**config.mk**
```make
export PLATFORM = sky130hd
export DESIGN_NAME = multicycle_control
export DESIGN_NICKNAME = d
export VERILOG_FILES = /design/src/rtl/multicycle_control.sv
export SDC_FILE = /design/constraint.sdc
export NUM_CORES = 1
export LEC_CHECK = 0
export CORE_MARGIN = 4
export CORE_UTILIZATION = 52
export DETAILED_ROUTE_END_ITERATION = 16
export PLACE_DENSITY = 0.87
export REMOVE_ABC_BUFFERS = 1
export SLEW_MARGIN = 20
export SYNTH_ARGS = -nofsm -noshare
export SYNTH_HDL_FRONTEND = slang
export SYNTH_SLANG_ARGS = --single-unit
```
**constraint.sdc**
```tcl
create_clock -name clk_i -period 6.55 [get_ports clk_i]
set_input_delay 1.965 -clock clk_i [delete_from_list [all_inputs] [get_ports clk_i]]
set_output_delay 1.965 -clock clk_i [all_outputs]
set_load 0.01 [all_outputs]
```
**src/rtl/multicycle_control.sv**
```systemverilog
// -----------------------------------------------------------------------------
// multicycle_control
//   Control FSM for the 16-bit multi-cycle datapath. Every instruction is
//   sequenced through FETCH / DECODE / EXEC / MEM / WB-style states. The FSM
//   drives the PC, IR, register-file and memory enables, and the datapath
//   mux selects.
//
//   Memory accesses wait on a ready handshake. A bounded wait counter turns a
//   stuck access into a timeout fault. Illegal opcodes also raise a fault.
//   Either fault parks the FSM in HALT until reset.
//
// Ports
//   clk_i         rising-edge clock
//   reset_i       synchronous, active-high reset
//   opcode_i      IR opcode field (valid from DECODE onward)
//   funct_i       IR funct field; consumed by the ALU decoder when alu_op = 111
//   alu_zero_i    ALU zero flag, used in BRANCH
//   mem_ready_i   completes the current fetch/load/store access
//   pc_write_o    PC load enable
//   ir_write_o    IR load enable
//   mem_read_o    memory read request
//   mem_write_o   memory write request
//   iord_o        address select: 0 = PC, 1 = ALU-out
//   reg_write_o   register-file write enable
//   reg_dst_o     destination select: 1 = rd, 0 = rt
//   mem_to_reg_o  write-back select: 1 = MDR, 0 = ALU-out
//   ext_sel_o     immediate extension: 0 = sign, 1 = zero
//   alu_src_a_o   ALU A select: 0 = PC, 1 = reg A
//   alu_src_b_o   ALU B select: 00 = reg B, 01 = const 1, 10 = extended imm
//   alu_op_o      000 add, 001 sub, 010 and, 011 or, 100 slt, 111 use funct
//   pc_src_o      PC source: 00 = ALU result, 01 = ALU-out, 10 = jump target
//   halted_o      high while the FSM sits in HALT
//   fault_o       00 none, 01 illegal opcode, 10 memory timeout (sticky)
// -----------------------------------------------------------------------------
module multicycle_control #(
    parameter int OPCODE_W = 4,
    parameter int FUNCT_W  = 3,
    parameter int MEM_TMO  = 15
) (
    input  logic                clk_i,
    input  logic                reset_i,
    input  logic [OPCODE_W-1:0] opcode_i,
    input  logic [FUNCT_W-1:0]  funct_i,
    input  logic                alu_zero_i,
    input  logic                mem_ready_i,
    output logic                pc_write_o,
    output logic                ir_write_o,
    output logic                mem_read_o,
    output logic                mem_write_o,
    output logic                iord_o,
    output logic                reg_write_o,
    output logic                reg_dst_o,
    output logic                mem_to_reg_o,
    output logic                ext_sel_o,
    output logic                alu_src_a_o,
    output logic [1:0]          alu_src_b_o,
    output logic [2:0]          alu_op_o,
    output logic [1:0]          pc_src_o,
    output logic                halted_o,
    output logic [1:0]          fault_o
);

    localparam logic [3:0] S_FETCH   = 4'd0;
    localparam logic [3:0] S_DECODE  = 4'd1;
    localparam logic [3:0] S_EXEC    = 4'd2;
    localparam logic [3:0] S_WBALU   = 4'd3;
    localparam logic [3:0] S_MEMADDR = 4'd4;
    localparam logic [3:0] S_MEMACC  = 4'd5;
    localparam logic [3:0] S_WBMEM   = 4'd6;
    localparam logic [3:0] S_BRANCH  = 4'd7;
    localparam logic [3:0] S_JUMP    = 4'd8;
    localparam logic [3:0] S_HALT    = 4'd9;

    localparam logic [OPCODE_W-1:0] OP_RTYPE = OPCODE_W'(0);
    localparam logic [OPCODE_W-1:0] OP_ADDI  = OPCODE_W'(1);
    localparam logic [OPCODE_W-1:0] OP_ANDI  = OPCODE_W'(2);
    localparam logic [OPCODE_W-1:0] OP_ORI   = OPCODE_W'(3);
    localparam logic [OPCODE_W-1:0] OP_LW    = OPCODE_W'(4);
    localparam logic [OPCODE_W-1:0] OP_SW    = OPCODE_W'(5);
    localparam logic [OPCODE_W-1:0] OP_BEQ   = OPCODE_W'(6);
    localparam logic [OPCODE_W-1:0] OP_BNE   = OPCODE_W'(7);
    localparam logic [OPCODE_W-1:0] OP_J     = OPCODE_W'(8);

    localparam logic [1:0] FAULT_NONE    = 2'b00;
    localparam logic [1:0] FAULT_ILLEGAL = 2'b01;
    localparam logic [1:0] FAULT_TMO     = 2'b10;

    // Count value at which one more idle cycle means the wait has reached
    // MEM_TMO; a ready seen in that same cycle still completes the access.
    localparam logic [7:0] TMO_LAST = 8'(MEM_TMO - 1);

    logic [3:0]          state_q, state_d;
    logic [OPCODE_W-1:0] op_q, op_d;
    logic [7:0]          wait_q, wait_d;
    logic [1:0]          fault_q, fault_d;

    // The funct field is decoded by the ALU control, not by this FSM.
    logic funct_unused;
    assign funct_unused = ^funct_i;

    // NOTE: state registers use non-blocking assignments so every flop
    // samples the pre-edge value of the others.
    always_ff @(posedge clk_i) begin
        if (reset_i) begin
            state_q <= S_FETCH;
            op_q    <= '0;
            wait_q  <= '0;
            fault_q <= FAULT_NONE;
        end else begin
            state_q <= state_d;
            op_q    <= op_d;
            wait_q  <= wait_d;
            fault_q <= fault_d;
        end
    end

    // Next-state logic. The wait counter defaults to zero, so it is clear on
    // every entry to FETCH/MEMACC and only advances while an access stalls.
    // NOTE: every variable gets a default at the top of the block, which
    // keeps the combinational decode free of inferred latches.
    always_comb begin
        state_d = state_q;
        op_d    = op_q;
        wait_d  = '0;
        fault_d = fault_q;
        case (state_q)
            S_FETCH, S_MEMACC: begin
                if (mem_ready_i) begin
                    if (state_q == S_FETCH) begin
                        state_d = S_DECODE;
                    end else if (op_q == OP_LW) begin
                        state_d = S_WBMEM;
                    end else begin
                        state_d = S_FETCH;
                    end
                end else if (wait_q == TMO_LAST) begin
                    state_d = S_HALT;
                    fault_d = FAULT_TMO;
                end else begin
                    wait_d = wait_q + 8'd1;
                end
            end
            S_DECODE: begin
                op_d = opcode_i;
                if (opcode_i <= OP_ORI) begin
                    state_d = S_EXEC;
                end else if (opcode_i == OP_LW || opcode_i == OP_SW) begin
                    state_d = S_MEMADDR;
                end else if (opcode_i == OP_BEQ || opcode_i == OP_BNE) begin
                    state_d = S_BRANCH;
                end else if (opcode_i == OP_J) begin
                    state_d = S_JUMP;
                end else begin
                    state_d = S_HALT;
                    fault_d = FAULT_ILLEGAL;
                end
            end
            S_EXEC:    state_d = S_WBALU;
            S_MEMADDR: state_d = S_MEMACC;
            S_WBALU, S_WBMEM, S_BRANCH, S_JUMP: state_d = S_FETCH;
            S_HALT:    state_d = S_HALT;
            default:   state_d = S_FETCH;
        endcase
    end

    // Output decode. The outputs are Moore, taken from the state and the
    // latched opcode. Two exceptions look at inputs directly: the FETCH load
    // strobes follow mem_ready_i, and the BRANCH PC write follows alu_zero_i.
    // The outputs are forced idle while reset is asserted, so a pending
    // request drops in the reset cycle itself.
    always_comb begin
        pc_write_o   = 1'b0;
        ir_write_o   = 1'b0;
        mem_read_o   = 1'b0;
        mem_write_o  = 1'b0;
        iord_o       = 1'b0;
        reg_write_o  = 1'b0;
        reg_dst_o    = 1'b0;
        mem_to_reg_o = 1'b0;
        ext_sel_o    = 1'b0;
        alu_src_a_o  = 1'b0;
        alu_src_b_o  = 2'b00;
        alu_op_o     = 3'b000;
        pc_src_o     = 2'b00;
        halted_o     = 1'b0;
        fault_o      = FAULT_NONE;
        if (!reset_i) begin
            fault_o = fault_q;
            case (state_q)
                S_FETCH: begin
                    mem_read_o  = 1'b1;
                    alu_src_b_o = 2'b01;
                    ir_write_o  = mem_ready_i;
                    pc_write_o  = mem_ready_i;
                end
                S_DECODE: alu_src_b_o = 2'b10;
                S_EXEC: begin
                    alu_src_a_o = 1'b1;
                    case (op_q)
                        OP_RTYPE: alu_op_o = 3'b111;
                        OP_ADDI:  alu_src_b_o = 2'b10;
                        OP_ANDI: begin
                            alu_src_b_o = 2'b10;
                            ext_sel_o   = 1'b1;
                            alu_op_o    = 3'b010;
                        end
                        OP_ORI: begin
                            alu_src_b_o = 2'b10;
                            ext_sel_o   = 1'b1;
                            alu_op_o    = 3'b011;
                        end
                        default: ;
                    endcase
                end
                S_WBALU: begin
                    reg_write_o = 1'b1;
                    reg_dst_o   = (op_q == OP_RTYPE);
                end
                S_MEMADDR: begin
                    alu_src_a_o = 1'b1;
                    alu_src_b_o = 2'b10;
                end
                S_MEMACC: begin
                    iord_o      = 1'b1;
                    mem_read_o  = (op_q == OP_LW);
                    mem_write_o = (op_q == OP_SW);
                end
                S_WBMEM: begin
                    reg_write_o  = 1'b1;
                    mem_to_reg_o = 1'b1;
                end
                S_BRANCH: begin
                    alu_src_a_o = 1'b1;
                    alu_op_o    = 3'b001;
                    pc_src_o    = 2'b01;
                    pc_write_o  = (op_q == OP_BEQ) ? alu_zero_i : !alu_zero_i;
                end
                S_JUMP: begin
                    pc_src_o   = 2'b10;
                    pc_write_o = 1'b1;
                end
                S_HALT:  halted_o = 1'b1;
                default: ;
            endcase
        end
    end

endmodule

```
## After elaboration in Yosys (flattened, before gate mapping)

Cells that the tools add are included.
Widths: inputs -> output; s select.

- Order comparisons: 1
- $mul: 0
- Add/sub/neg operators: 1
- Shift operators: 0
- Divide/modulo/power cells: 0
- Reduce and logical (&&, ||, !) cells: 14
- Mux-type cells: 49
- Bitwise gates (word level): 1
- Equal/unequal tests: 28

Operators by type and width:

| cell | count |
|---|---|
| $eq 4x3->1 const B | 11 |
| $mux 1 | 23 |
| $mux 2 | 10 |
| $mux 4 | 5 |
| $pmux 4 s5 | 1 |
| $eq 4x2->1 const B | 4 |
| $eq 4x4->1 const B | 3 |
| $ne 2x2->1 const B | 6 |
| $mux 3 | 3 |
| $pmux 3 s3 | 1 |
| $add 8x1->8 const B | 1 |
| $eq 4x1->1 const B | 2 |
| $eq 8x4->1 const B | 1 |
| $logic_not 4->1 | 2 |
| $pmux 2 s2 | 2 |
| $reduce_or 2->1 | 4 |
| $reduce_and 7->1 | 1 |
| $pmux 2 s3 | 1 |
| $pmux 3 s2 | 1 |
| $reduce_or 3->1 | 2 |
| $le 4x2->1 const B | 1 |
| $reduce_or 4->1 | 1 |
| $ne 3x3->1 const B | 1 |
| $pmux 1 s3 | 1 |
| other kinds (5) | 6 |

- Flip-flop bits (word level): 18
- Output and inout bits: 20
- Latch bits: 0
- Logic and storage cells: 98
- RAM bits: 0
- Memory bits (read-only): 0
- Memories: 0

## Depth between registers and ports, before layout

- Word-level depth: 6
- Mapped depth: 6
- Mapped depth without buffers: 5

## Worst setup path before layout

No wires, ideal clock.

- Kind: in2out
- From: input reset_i
- To: output reg_dst_o
- Stages: 3
- Arrival time: 3.032 ns
- Required time: 4.585 ns
- Slack: 1.553 ns
- Cell sequence: or2_4 or4_4 nor4_1

- Cells in the longest elaborated chain, start to end: 1

RTL lines:

| what | RTL line | RTL |
|---|---|---|
| start, declared | 41 | `input logic reset_i,` |
| $mux 1 | 187 | `if (!reset_i) begin` |
| end, declared | 52 | `output logic reg_dst_o,` |

No other way between the ends.

## Worst setup path in the final report

- From: input reset_i
- To: output alu_src_b_o[1]

- Cells in the longest elaborated chain, start to end: 1

RTL lines:

| what | RTL line | RTL |
|---|---|---|
| $mux 2 | 187 |  |
| end, declared | 56 | `output logic [1:0] alu_src_b_o,` |

No other way between the ends.

==> flow_metrics.py <==
metrics = {
    "status": {
        "status": "complete, no violations",
    },
    "floorplan": {
        "coreArea_um2": 2210,
        "std_cell_rows": 17,
        "die_area_um2": 3140,
        "io_pins": 31,
        "die_w_um": 56.0,
        "die_h_um": 56.0,
        "initial_core_util": 0.542,
    },
    "finish": {
        "synthToLayoutAreaGrowth_pct": 23.7,
        "instances_no_fill": 200,
        "nFillCells": 192,
        "final_cell_mix": "clkdlybuf4s50_1, nor2_1, dfxtp_1",
        "final_common_cell": "clkdlybuf4s50_1",
        "drive_above_1_share": 0.0581,
        "antenna_cells": 0,
        "fin_nets": 187,
        "fin_util": 0.670,
    },
    "global_routing": {
        "antenna_found_initial": 0,
        "grt_max_degree": 26,
        "grt_overflow": 0,
        "grt_usage": 0.178,
        "grt_pass1_wl_um": 4690,
        "first_global_vias": 1136,
    },
    "routing": {
        "routed_wl_um": 2730,
        "drcViolationCount": 0,
        "post_drt_wl_per_cell_um": 13.6,
        "drtIter0Drc": 22,
        "num_vias": 1159,
        "viasPerCell": 5.80,
        "drt.antenna.violating_nets": 0,
        "first_pass_iters": 4,
    },
    "synth": {
        "yosysWarnings": 0,
        "synth-async-reset-ratio": 0,
        "synth_seq_cells": 18,
        "ys_seq_area_frac": 0.301,
        "syn_inst": 152,
        "synth_area_um2": 1200,
        "syn_avg_cell_area_um2": 7.89,
        "synth.distinct_cells": 45,
        "synth_flop_cell": "dfxtp_1",
        "synth_edf_count": 0,
    },
    "setup_path": {
        "critPathRequiredTime_ns": 4.59,
        "crit_chain": "clkdlybuf4s50_1 -> or2_4 -> or4_4 -> nand3b_4 -> o22ai_2 -> clkdlybuf4s50_1",
        "arrival_ns": 4.01,
        "max_stage_delay_ns": 0.55,
        "worst-path-max-fanout": 5,
        "cp_common_cell": "clkdlybuf4s50_1",
        "critical_path_class": "input port to primary output",
        "crit_path_end_kind": "primary output",
        "cp_slowest_cell": "clkdlybuf4s50_1",
        "start_kind": "input port",
    },
    "timing": {
        "slew_viol_final": 0,
        "worst_clock_skew_ns": 0.00713,
        "rsz0062_at_grt": "false",
        "worst_slew_pin_slew_ns": 0.796,
        "slew_headroom": 0.468,
        "setup_viol": 0,
        "timing_hold_violations_final": 0,
        "fin_setup_tns_ns": 0,
        "fmax_mhz": 167,
        "min_period_over_period": 0.912,
        "min_period_ns": 5.97,
    },
    "placement": {
        "dpl.cell_count": 197,
        "globalplace.congestion": 0.859,
        "numPortBuffers": 27,
        "dpl.hpwl_um": 2040,
    },
    "min_path": {
        "hold_class": "register to register",
    },
    "clock_network": {
        "cts_sinks": 18,
        "cts-resized-gates": 0,
        "post-cts-setup-buffers": 0,
        "ctsHtreeMaxLevel": 1,
        "path_clk_slew_ns": 0.09,
        "clock_path_buffers": 2,
        "cts-root-buf": "clkbuf_4",
        "cts_hold_buf": 0,
        "numCtsBuffers": 3,
        "clk_latency_ns": 0.28,
        "cts_tree": "done",
    },
    "power_and_ir_drop": {
        "p_per_area_nw_per_um2": 273,
        "irDropWorstVdd_uv": 176,
        "leakage_nw": 0.542,
    },
    "flow_run": {
        "drv_cap": 0,
    },
}
==> area by class of cell <==
| cell class | instances | area (um2) | area share |
|---|---|---|---|
| clock buffer | 3 | 22.5 | 0.0152 |
| timing repair buffer | 28 | 278 | 0.187 |
| inverter | 7 | 26.3 | 0.0177 |
| tap | 28 | 35.0 | 0.0236 |
| multi-input combinational | 116 | 761 | 0.513 |
| sequential | 18 | 360 | 0.243 |
==> per-stage QoR <==
step	hold WS, ns	setup WS (ns)	total power (W)	area [um2]
3_3_place_gp	0.454	0.588	0.000348	1460
4_1_cts	0.496	0.573	0.000406	1480
2_1_floorplan	0.437	1.55	0.000287	1150
3_5_place_dp	0.474	0.573	0.000354	1460
5_1_grt	0.531	0.502	0.000439	1480
6_report	0.483	0.577	0.000405	1480
==> cells by family (layout without fill, tap and decap cells) <==
logic type / after synthesis / after routing / share of synthesized area
flops: 18 / 18 / 0.301
buf+inv: 18 / 38 / 0.0647
xor+xnor: 10 / 10 / 0.0731
simple gates: 74 / 74 / 0.353
fa+ha+maj: 2 / 2 / 0.0209
mux: 4 / 4 / 0.0334
compound gates: 26 / 26 / 0.154
==> where the power goes <==
group | total [W] | switching (W) | internal, W
Combinational | 0.000187 | 0.0000935 | 0.0000935
Sequential | 0.000167 | 0.0000413 | 0.000125
Clock | 0.0000514 | 0.0000301 | 0.0000213
Total | 0.000405 | 0.000165 | 0.000240
==> cell usage after synthesis, drive strengths merged, types with 2 or more instances <==
| library cell | count | area [um2] |
|---|---|---|
| o22ai | 2 | 18.8 |
| nor4b | 2 | 17.5 |
| mux2i | 4 | 40.0 |
| nor3 | 8 | 50.1 |
| dfxtp | 18 | 360 |
| o21ai | 3 | 15.0 |
| o221ai | 2 | 17.5 |
| xor2 | 9 | 78.8 |
| nand2 | 8 | 30.0 |
| clkbuf | 8 | 30.0 |
| ha | 2 | 25.0 |
| or4 | 2 | 18.8 |
| o32ai | 2 | 17.5 |
| nor3b | 3 | 22.5 |
| inv | 7 | 26.3 |
| nor2b | 4 | 25.0 |
| buf | 3 | 21.3 |
| nand2b | 3 | 18.8 |
| a211oi | 2 | 15.0 |
| and3 | 4 | 25.0 |
| nand4 | 2 | 12.5 |
| nor2 | 21 | 78.8 |
| or3 | 3 | 18.8 |
| and2 | 2 | 12.5 |
| nand3 | 4 | 20.0 |
| a21oi | 8 | 40.0 |
| nor4 | 4 | 25.0 |
==> flip-flops by register name, summed over array words and instances, names as in the netlist <==
signal and count:
op_q 4, state_q 4, fault_q 2, wait_q 8
==> final timing paths <==
check	slack, ns	depth (start not counted)	start	to
worst min register to register	0.48	1	wait_q[0]	wait_q[0]
worst max-delay path	0.58	6	reset_i	alu_src_b_o[1]
worst max register to register	4.30	4	state_q[2]	state_q[0]
worst min-delay path	0.48	1	wait_q[0]	wait_q[0]
==> per-layer routing <==
metal  share of wire  vias up  wire, um  global-route usage
met5               0        -         0                   0
met3           0.039        4       107              0.0302
li1                -      585         -                   -
met4           0.011        0        31              0.0644
met1            0.45      544      1240               0.207
met2            0.49       26      1350               0.322
==> critical path, delay by kind of cell <==
kind                   cells  cell delay (ns)
buffers and inverters      2             0.97
AOI/OAI and AO/OA          1             0.18
and+or+nand+nor            3             0.89
Note: power is estimated with default switching activity, not from simulation.
